### config.mk
export PLATFORM = sky130hd
export DESIGN_NAME = rv_plic_gateway_cc
export DESIGN_NICKNAME = d
export VERILOG_FILES = /design/src/rtl/rv_plic_gw_pkg.sv /design/src/rtl/rv_plic_gw_id_decode.sv /design/src/rtl/rv_plic_gateway_cc.sv
export SDC_FILE = /design/constraint.sdc
export NUM_CORES = 1
export LEC_CHECK = 0
export CORE_ASPECT_RATIO = 1.5
export CORE_UTILIZATION = 40
export CTS_BUF_LIST = sky130_fd_sc_hd__clkbuf_4
export CTS_CLUSTER_DIAMETER = 150
export DETAILED_ROUTE_END_ITERATION = 6
export PLACE_DENSITY_LB_ADDON = 0.15
export SLEW_MARGIN = 20
export SYNTH_ARGS = -nofsm -noshare
export SYNTH_HDL_FRONTEND = slang
export SYNTH_SLANG_ARGS = --single-unit
### constraint.sdc
create_clock -name clk_i -period 6.56 [get_ports clk_i]
set_clock_uncertainty 0.15 [all_clocks]
set_input_delay 1.312 -clock clk_i [delete_from_list [all_inputs] [get_ports clk_i]]
set_output_delay 1.312 -clock clk_i [all_outputs]
set_load 0.005 [all_outputs]
### src/rtl/rv_plic_gw_pkg.sv
// rtl/rv_plic_gw_pkg.sv - shared types and helpers for the PLIC source gateway
package rv_plic_gw_pkg;

    typedef enum logic {
        GW_LEVEL = 1'b0,
        GW_EDGE  = 1'b1
    } gw_mode_e;

    // ID width able to hold 0 ("no interrupt") plus IDs 1..n
    function automatic int srcw(input int n);
        return $clog2(n + 1);
    endfunction

endpackage

### src/rtl/rv_plic_gw_id_decode.sv
// rtl/rv_plic_gw_id_decode.sv - per-target strobe+ID buses to a one-hot-per-source hit vector
module rv_plic_gw_id_decode
    import rv_plic_gw_pkg::*;
#(
    parameter int N_SOURCE = 32,
    parameter int N_TARGET = 1,
    parameter int SRCW     = srcw(N_SOURCE)
) (
    input  logic [N_TARGET-1:0]      strobe_i,
    input  logic [N_TARGET*SRCW-1:0] id_i,
    output logic [N_SOURCE-1:0]      hit_o
);

    // Source k only ever matches ID k+1, so ID 0 and IDs beyond N_SOURCE
    // fall out naturally; several targets naming one ID collapse into one hit.
    always_comb begin
        hit_o = '0;
        for (int t = 0; t < N_TARGET; t++) begin
            for (int k = 0; k < N_SOURCE; k++) begin
                if (strobe_i[t] && (id_i[t*SRCW +: SRCW] == SRCW'(k + 1))) begin
                    hit_o[k] = 1'b1;
                end
            end
        end
    end

endmodule

### src/rtl/rv_plic_gateway_cc.sv
// rtl/rv_plic_gateway_cc.sv - PLIC source gateway with claim/complete tracking (optional RV_PLIC_GATEWAY_SYNC_EN input synchronizer)
module rv_plic_gateway_cc
    import rv_plic_gw_pkg::*;
#(
    parameter  int N_SOURCE = 32,
    parameter  int N_TARGET = 1,
    localparam int SRCW     = srcw(N_SOURCE)
) (
    input  logic                     clk_i,
    input  logic                     rst_i,
    input  logic [N_SOURCE-1:0]      src_i,
    input  logic [N_SOURCE-1:0]      le_i,
    input  logic [N_TARGET-1:0]      claim_i,
    input  logic [N_TARGET*SRCW-1:0] claim_id_i,
    input  logic [N_TARGET-1:0]      complete_i,
    input  logic [N_TARGET*SRCW-1:0] complete_id_i,
    output logic [N_SOURCE-1:0]      ip_o,
    output logic [N_SOURCE-1:0]      ia_o
);

    logic [N_SOURCE-1:0] src_d;
    logic [N_SOURCE-1:0] src_q;
    logic [N_SOURCE-1:0] ip_d;
    logic [N_SOURCE-1:0] ip_q;
    logic [N_SOURCE-1:0] ia_d;
    logic [N_SOURCE-1:0] ia_q;
    logic [N_SOURCE-1:0] set_ev;
    logic [N_SOURCE-1:0] accept;
    logic [N_SOURCE-1:0] claim_hit;
    logic [N_SOURCE-1:0] complete_hit;

`ifdef RV_PLIC_GATEWAY_SYNC_EN
    logic [N_SOURCE-1:0] sync1_q;
    logic [N_SOURCE-1:0] sync2_q;

    always_ff @(posedge clk_i or posedge rst_i) begin
        if (rst_i) begin
            sync1_q <= '0;
            sync2_q <= '0;
        end else begin
            sync1_q <= src_i;
            sync2_q <= sync1_q;
        end
    end

    assign src_d = sync2_q;
`else
    assign src_d = src_i;
`endif

    rv_plic_gw_id_decode #(
        .N_SOURCE (N_SOURCE),
        .N_TARGET (N_TARGET),
        .SRCW     (SRCW)
    ) u_claim_dec (
        .strobe_i (claim_i),
        .id_i     (claim_id_i),
        .hit_o    (claim_hit)
    );

    rv_plic_gw_id_decode #(
        .N_SOURCE (N_SOURCE),
        .N_TARGET (N_TARGET),
        .SRCW     (SRCW)
    ) u_complete_dec (
        .strobe_i (complete_i),
        .id_i     (complete_id_i),
        .hit_o    (complete_hit)
    );

    always_comb begin
        set_ev = '0;
        for (int k = 0; k < N_SOURCE; k++) begin
            if (gw_mode_e'(le_i[k]) == GW_EDGE) begin
                set_ev[k] = src_d[k] & ~src_q[k];
            end else begin
                set_ev[k] = src_d[k];
            end
        end
    end

    // An in-service source swallows further set events until completed
    assign accept = set_ev & ~ia_q;

    // Accept needs ia=0 while a claim hit needs ip=1 (hence ia=1), so the
    // accept branch never masks a real claim.
    always_comb begin
        ip_d = ip_q;
        ia_d = ia_q;
        for (int k = 0; k < N_SOURCE; k++) begin
            if (accept[k]) begin
                ip_d[k] = 1'b1;
                ia_d[k] = 1'b1;
            end else if (claim_hit[k] && ip_q[k]) begin
                ip_d[k] = 1'b0;
            end else if (complete_hit[k] && ia_q[k] && !ip_q[k]) begin
                ia_d[k] = 1'b0;
            end
        end
    end

    always_ff @(posedge clk_i or posedge rst_i) begin
        if (rst_i) begin
            src_q <= '0;
            ip_q  <= '0;
            ia_q  <= '0;
        end else begin
            src_q <= src_d;
            ip_q  <= ip_d;
            ia_q  <= ia_d;
        end
    end

    assign ip_o = ip_q;
    assign ia_o = ia_q;

endmodule

==> impl_metrics.tcl, run 1 <==
set metrics [dict create \
    outcome "finished, final reports clean" \
    yosysWarnings 0 \
    wl_per_cell_microns 17.0 \
    gr-total-overflow 0 \
    r2r-start "ip_o[5]" \
    r2r-end "ia_o[5]" \
    leakagePower_nw 2.08 \
    final_nets 561 \
    clockRootBuffer "clkbuf_4" \
    synth-xor-area-share_pct 0 \
    yosys.area_share.simple_pct 20.3 \
    core-area_sq_um 9250 \
    syn-cell-area_sq_um 3800 \
    grt_pass1_wl_mm 16.1 \
    cp_slowest_cell "or4b_1" \
    clk_pin_slew_ns 0.15 \
    cts_buffer_depth 2 \
    maxCapViolCount 0 \
    endpoint_kind "flop" \
    drcViolationCount 0 \
    worstPathCellList "clkdlybuf4s50_1 > or4b_1 > or4_1 > a21o_1" \
    portBuffers 143 \
    ir_drop_mv 0.187 \
    post_cts_buffers 0 \
    reg2regPathDepth 3 \
    crit_required_ns 6.76 \
    finalPower_w 0.00169 \
    routabilityCongestion 0.751 \
    relSlewSlack_pct 45.7 \
    drtIter0Drc 131 \
    ctsHtreeMaxLevel 3 \
    path_class "primary input to flop" \
    area_growth_pct 44.9 \
    ys_ff_latch 96 \
    cts_tree "done" \
    arrival_ns 3.34 \
    hpwlAfterDp_mm 7.68 \
    via_per_inst 5.27 \
    ant_nets 0 \
    die_x_microns 81.6 \
    tns_ns 0 \
    hold_start "ip_o[7]" \
    syn-mean-instance-area_sq_um 11.5 \
    grt_max_degree 82 \
    top_level_ports 144 \
    grt_use_total_pct 22.5 \
    synth_cell_type_count 29 \
    grt_pass1_vias 3170 \
    hold_depth 1 \
    routed_wl_mm 10.2 \
    muxShareOfSynthArea_pct 0 \
    synth-adder-area-share_pct 0 \
    tightest_slew_ns 0.804 \
    num_rows 43 \
    clock_sinks 96 \
    slew_violations 0 \
    dieArea_sq_um 9900 \
    syn-num-nets 411 \
    period_needed_ns 3.13 \
    start_kind "primary input" \
    cts_buffers 9 \
    n_fill_cell 835 \
    hold_end "ip_o[7]" \
    cts_resized 0 \
    cellPowerDensity_nw_per_um2 307 \
    r2r_slack_ns 4.96 \
    drive_gt1_share_pct 5.35 \
    crit_fanout 8 \
    setup_viol 0 \
    vias 3154 \
    synth_cells 331 \
    synth_top_family_by_area "simple AND/OR/NAND/NOR gates" \
    period_share_pct 47.8 \
    first_pass_iters 4 \
    dieHeight_microns 121 \
    timing.fmax_ghz 0.319 \
    antenna_found_initial 1 \
    start_util_pct 41.0 \
    yosysSeqAreaShare_pct 63.2 \
    hold_violations 0 \
    grt_setup_unrepaired "false" \
    slowest_delay_ns 0.77 \
    cts_hold_buf 0 \
    synth_compound_area_share_pct 14.5 \
    min_path_type "flop to flop" \
    clk_latency_ns 0.45 \
]
-- critical path, delay by kind of cell --
family          cells  cell delay [ns]
compound gates      1             0.19
buf+inv             1             0.53
simple gates        2             1.30
-- flip-flops by register name, summed over array words and instances (netlist names) --
signal / cells
ia_o: 32
ip_o: 32
src_q: 32
-- power breakdown --
group          switching, W  total, W  internal, W
registers          0.000109  0.000842     0.000733
clock network      0.000204  0.000320     0.000116
logic              0.000174  0.000526     0.000352
total              0.000487   0.00169      0.00120
-- cells in the final DEF (no fill, tap or decap), types with 9 or more instances in the layout --
cell	instances
a211oi_1	14
a21o_1	21
clkbuf_4	9
clkdlybuf4s50_1	143
dfrtp_1	96
inv_1	14
nand2_1	68
nand3b_1	22
o21ai_0	18
o31ai_1	19
-- worst max-delay path by stage --
stage,start,to,slack (ns)
3_5_place_dp,complete_id_i[2],ia_o[15],2.95
5_1_grt,complete_id_i[2],ia_o[3],3.41
3_3_place_gp,complete_id_i[2],ia_o[15],3.01
4_1_cts,complete_id_i[2],ia_o[15],3.46
2_1_floorplan,rst_i,ia_o[0],2.59
6_report,complete_id_i[2],ia_o[15],3.43
-- through the flow --
stage / worst slack, ns / cell area [sq um] / util, % / hold slack, ns / instances
floorplan: 2.59 / 3800 / - / 0.337 / 331
global placement: 3.01 / 5360 / 57.9 / 0.334 / 582
detailed placement: 2.95 / 5360 / 57.9 / 0.339 / 582
CTS: 3.46 / 5500 / 59.4 / 0.377 / 598
global route: 3.41 / 5510 / 59.5 / 0.397 / 599
finish: 3.43 / 5510 / 59.5 / 0.373 / 599
-- cells by family after synthesis --
logic type             Yosys count
AOI/OAI and AO/OA               78
buffers and inverters           20
DFF                             96
and+or+nand+nor                137
-- layout make-up --
class                   instances  area, sq um  share of cell area, %
clock inverters                 7         71.3                   1.30
diodes                          1         2.50                 0.0455
well taps                     112          140                   2.55
inverters                      15         58.8                   1.07
multi-input cells             215         1320                   24.0
clock buffers                   9         67.6                   1.23
repair buffers                144         1440                   26.2
flip-flops and latches         96         2400                   43.6
-- per-layer routing --
layer	share of wire (%)	wire [microns]	up-vias	GRT usage, %
met5	0	0	-	0
li1	-	-	1495	-
met3	6.3	644	14	5.26
met1	40	4060	1547	27.4
met4	2.1	216	0	9.43
met2	52	5270	98	37.3
-- cells in the mapped netlist (all sizes together) --
| cell type | number | area (sq um) |
|---|---|---|
| a211oi | 14 | 105 |
| nor3 | 1 | 5.00 |
| nor2b | 1 | 6.26 |
| buf | 1 | 5.00 |
| a21bo | 2 | 20.0 |
| or3b | 4 | 35.0 |
| nand3b | 22 | 165 |
| a21o | 21 | 158 |
| nor2 | 4 | 15.0 |
| inv | 15 | 56.3 |
| nor4b | 2 | 17.5 |
| clkbuf | 4 | 15.0 |
| and3b | 1 | 8.76 |
| nand3 | 3 | 15.0 |
| o41ai | 4 | 35.0 |
| o31ai | 19 | 143 |
| or4b | 4 | 40.0 |
| nand4 | 4 | 25.0 |
| o21ai | 18 | 90.1 |
| nand2b | 8 | 50.1 |
| or4 | 1 | 7.51 |
| nor3b | 4 | 30.0 |
| or3 | 1 | 6.26 |
| nand2 | 68 | 255 |
| nand4bb | 2 | 22.5 |
| nand4b | 4 | 35.0 |
| nor4bb | 3 | 30.0 |
| dfrtp | 96 | 2400 |
No activity file was read; power rests on OpenSTA's default activity.
==> run 2, diff against run 1 <==
==> constraint.sdc (replaced) <==
create_clock -name clk_i -period 2.8 [get_ports clk_i]
set_clock_uncertainty 0.15 [all_clocks]
set_input_delay 0.56 -clock clk_i [delete_from_list [all_inputs] [get_ports clk_i]]
set_output_delay 0.56 -clock clk_i [all_outputs]
set_load 0.005 [all_outputs]
==> impl_metrics.tcl, run 2 (synthesis results as in run 1) <==
set metrics [dict create \
    outcome "finished, final reports clean" \
    p_int_w 0.00291 \
    start_kind "primary input" \
    pwr-share-seq_pct 48.7 \
    clock_sinks 96 \
    fin_cells 610 \
    via_per_inst 5.18 \
    drcViolationCount 0 \
    clk_latency_ns 0.45 \
    final_nets 573 \
    core-area_sq_um 9250 \
    num_rows 43 \
    p_switching_w 0.00115 \
    cts_resized 0 \
    clk_pin_slew_ns 0.14 \
    leakagePower_nw 2.15 \
    die_x_microns 81.6 \
    grt_max_degree 97 \
    wl_per_cell_microns 17.3 \
    arrival_ns 2.30 \
    antenna_found_initial 0 \
    tightest_slew_ns 0.519 \
    maxCapViolCount 0 \
    ant_nets 0 \
    tns_ns 0 \
    drtIter0Drc 192 \
    cts_buffers 9 \
    period_share_pct 75.5 \
    crit_fanout 6 \
    grt_setup_unrepaired "false" \
    cts_buffer_depth 2 \
    grt_pass1_wl_mm 16.7 \
    power_frac_clock_pct 20.5 \
    endpoint_kind "flop" \
    cellPowerDensity_nw_per_um2 723 \
    hpwlAfterDp_mm 7.93 \
    timing.fmax_ghz 0.473 \
    placed_cells 594 \
    grt_pass1_vias 3250 \
    routabilityCongestion 0.772 \
    r2r_slack_ns 1.20 \
    dieHeight_microns 121 \
    top_level_ports 144 \
    final_cell_mix "clkdlybuf4s50_1, dfrtp_1, nand2_1, nand3b_1, a21o_1" \
    min_path_type "flop to flop" \
    ir_drop_mv 0.475 \
    path_class "primary input to flop" \
    ctsHtreeMaxLevel 3 \
    first_pass_iters 4 \
    area_growth_pct 48.1 \
    slew_violations 0 \
    cts_hold_buf 0 \
    hold_violations 0 \
    n_fill_cell 805 \
    setup_viol 0 \
    p_sw_share_pct 28.4 \
    routed_wl_mm 10.5 \
    start_util_pct 41.0 \
    post_cts_buffers 0 \
    portBuffers 143 \
    cts_tree "done" \
    period_needed_ns 2.12 \
    combPwrFrac_pct 30.8 \
    num_antenna_cells 0 \
    crit_required_ns 2.99 \
    drive_gt1_share_pct 7.63 \
    gr-total-overflow 0 \
    relSlewSlack_pct 65.3 \
    dieArea_sq_um 9900 \
    clockRootBuffer "clkbuf_4" \
    vias 3159 \
    final_common_cell "clkdlybuf4s50_1" \
    grt_use_total_pct 23.0 \
]
run 2: cell count changes in the layout (fill, tap and decap cells not counted):
cell,change
diode_2,-1
bufinv_16,+1
buf_12,+1
buf_6,-1
buf_4,+12
inv_4,-1
run 2: through the flow:
| step | area [sq um] | total power (W) | hold WS [ns] | utilization, % | setup WS [ns] |
|---|---|---|---|---|---|
| final | 5630 | 0.00406 | 0.372 | 60.8 | 0.685 |
| after CTS | 5630 | 0.00411 | 0.376 | 60.8 | 0.647 |
| after global routing | 5630 | 0.00430 | 0.370 | 60.8 | 0.600 |
| after global placement | 5460 | 0.00324 | 0.332 | 59.0 | 0.294 |
| after floorplan | 3800 | 0.00235 | 0.337 | - | 0.690 |
| after detailed placement | 5460 | 0.00327 | 0.342 | 59.0 | 0.232 |
run 2: layout make-up:
cell class / instances / area, sq um / area share [%]
inverter: 15 / 60.1 / 1.07
multi-input combinational: 215 / 1320 / 23.5
sequential: 96 / 2400 / 42.7
clock inverter: 7 / 93.8 / 1.67
timing repair buffer: 156 / 1540 / 27.4
tap: 112 / 140 / 2.49
clock buffer: 9 / 67.6 / 1.20
run 2: path summary, 6_finish.rpt:
check | from | to | cells after the start
min | ip_o[7] | ip_o[7] | 1
max in group asynchronous | rst_i | src_q[28] | 3
min in group asynchronous | rst_i | src_q[9] | 3
max | complete_id_i[3] | ia_o[15] | 4
min reg2reg | ip_o[7] | ip_o[7] | 1
max reg2reg | ip_o[5] | ia_o[5] | 3
run 2: power groups by stage:
stage	registers, W	clock network [W]	logic (W)
after floorplan	0.00198	0	0.000370
after global placement	0.00200	0	0.00124
after detailed placement	0.00201	0	0.00127
after CTS	0.00198	0.000858	0.00127
after global routing	0.00203	0.000909	0.00136
final	0.00198	0.000834	0.00125
run 2: worst max-delay path, stage by stage:
cell,delay (ns)
clkdlybuf4s50_1,0.49
or4b_1,0.58
or4_1,0.49
a21o_1,0.19
run 2: routing by layer:
| layer | track usage [%] | wire, microns |
|---|---|---|
| met1 | 28.1 | 4240 |
| met2 | 38.5 | 5440 |
| met3 | 5.71 | 625 |
| met4 | 8.55 | 223 |
| met5 | 0 | 0 |
==> run 3, diff against run 2 <==
==> constraint.sdc (replaced) <==
create_clock -name clk_i -period 2.1 [get_ports clk_i]
set_clock_uncertainty 0.15 [all_clocks]
set_input_delay 0.42 -clock clk_i [delete_from_list [all_inputs] [get_ports clk_i]]
set_output_delay 0.42 -clock clk_i [all_outputs]
set_load 0.005 [all_outputs]
==> impl_metrics.tcl, run 3 (synthesis results as in run 1) <==
set metrics [dict create \
    dieHeight_microns 121 \
    clockRootBuffer "clkbuf_4" \
    crit_fanout 3 \
    crit_end "ip_o[31]" \
    final_cell_mix "clkdlybuf4s50_1, dfrtp_1, nand2_1, buf_4, nand3b_1" \
    relSlewSlack_pct 67.8 \
    slew_violations 0 \
    cp_top_family "buffers and inverters" \
    cts_tree "done" \
    worstPathCellList "clkdlybuf4s50_1" \
    area_growth_pct 53.3 \
    cellPowerDensity_nw_per_um2 933 \
    r2r_slack_ns 0.55 \
    final_common_cell "clkdlybuf4s50_1" \
    ctsHtreeMaxLevel 3 \
    clk_latency_ns 0.46 \
    wl_per_cell_microns 16.6 \
    top_level_ports 144 \
    met3_usage_pct 6.24 \
    leakagePower_nw 2.27 \
    dp_slack_ns -0.267 \
    period_needed_ns 1.99 \
    cts_buffer_depth 2 \
    via_per_inst 5.18 \
    tightest_slew_ns 0.482 \
    routabilityCongestion 0.782 \
    arrival_ns 1.42 \
    num_rows 43 \
    grt_pass1_wl_mm 16.3 \
    grt_max_degree 32 \
    clock_sinks 96 \
    routed_wl_mm 10.5 \
    period_share_pct 94.7 \
    crit_required_ns 1.53 \
    drcViolationCount 0 \
    post_cts_buffers 0 \
    finalPower_w 0.00543 \
    dieArea_sq_um 9900 \
    outcome "finished, final reports clean" \
    cp-startpoint "ip_o[31]" \
    portBuffers 143 \
    setup_viol 0 \
    crit_cells 1 \
    final_nets 598 \
    vias 3289 \
    reg2regPathDepth 3 \
    cts_buffers 9 \
    clk_pin_slew_ns 0.15 \
    core-area_sq_um 9250 \
    start_kind "flop" \
    endpoint_kind "primary output" \
    die_x_microns 81.6 \
    grt_use_met1_pct 26.7 \
    cp_slowest_cell "clkdlybuf4s50_1" \
    hold_violations 0 \
    maxCapViolCount 0 \
    grt_util_met2_pct 38.2 \
    timing.critical_path.buf_inv 1 \
    min_path_type "primary input to async pin" \
    slowest_delay_ns 0.52 \
    r2r-end "ia_o[5]" \
    ir_drop_mv 0.490 \
    start_util_pct 41.0 \
    path_class "flop to primary output" \
    hpwlAfterDp_mm 8.14 \
    grt_use_total_pct 22.7 \
    gr-total-overflow 0 \
    cts_hold_buf 0 \
    first_pass_iters 5 \
    grt_setup_unrepaired "false" \
    drive_gt1_share_pct 11.9 \
    ant_nets 0 \
    n_fill_cell 792 \
    antenna_found_initial 0 \
    num_antenna_cells 0 \
    worst_slack_ns 0.112 \
    cts_resized 0 \
    drtIter0Drc 141 \
    busiest_layer "met2" \
    grt_pass1_vias 3257 \
    r2r-start "ip_o[5]" \
    timing.fmax_ghz 0.503 \
]
[run 3: stage by stage]
stage | hold slack [ns] | instances | utilization [%] | TNS, ns | cell area (sq um)
6_report | 0.175 | 635 | 62.9 | 0 | 5820
5_1_grt | 0.197 | 635 | 62.9 | 0 | 5820
4_1_cts | 0.169 | 635 | 62.9 | 0 | 5820
3_5_place_dp | 0.342 | 619 | 61.2 | -2.28 | 5660
3_3_place_gp | 0.333 | 619 | 61.2 | -1.78 | 5660
2_1_floorplan | 0.301 | 331 | - | 0 | 3800
[run 3: report_power, final]
group	internal (W)	total (W)	switching [W]
Sequential	0.00229	0.00263	0.000341
Clock	0.000491	0.00111	0.000616
Combinational	0.00114	0.00169	0.000554
Total	0.00392	0.00543	0.00151
[run 3: per-layer routing]
layer	up-vias	routed length, microns
met2	113	5440
li1	1567	-
met1	1590	4120
met3	19	705
met4	0	276
met5	-	0
[run 3: cell type report]
cell class,count,area (sq um),area share (%)
inverters,15,60.1,1.03
flip-flops and latches,96,2400,41.3
multi-input cells,215,1320,22.7
repair buffers,181,1740,29.9
clock inverters,6,83.8,1.44
well taps,112,140,2.41
clock buffers,10,75.1,1.29
[run 3: worst min-delay path by stage]
| stage | end | slack, ns | from | cells past startpoint |
|---|---|---|---|---|
| global route | ip_o[25] | 0.20 | rst_i | 2 |
| CTS | ip_o[1] | 0.17 | rst_i | 2 |
| detailed placement | ip_o[7] | 0.34 | ip_o[7] | 1 |
| global placement | ip_o[5] | 0.33 | ip_o[5] | 1 |
| finish | ip_o[1] | 0.17 | rst_i | 2 |
| floorplan | src_q[0] | 0.30 | src_i[0] | 0 |
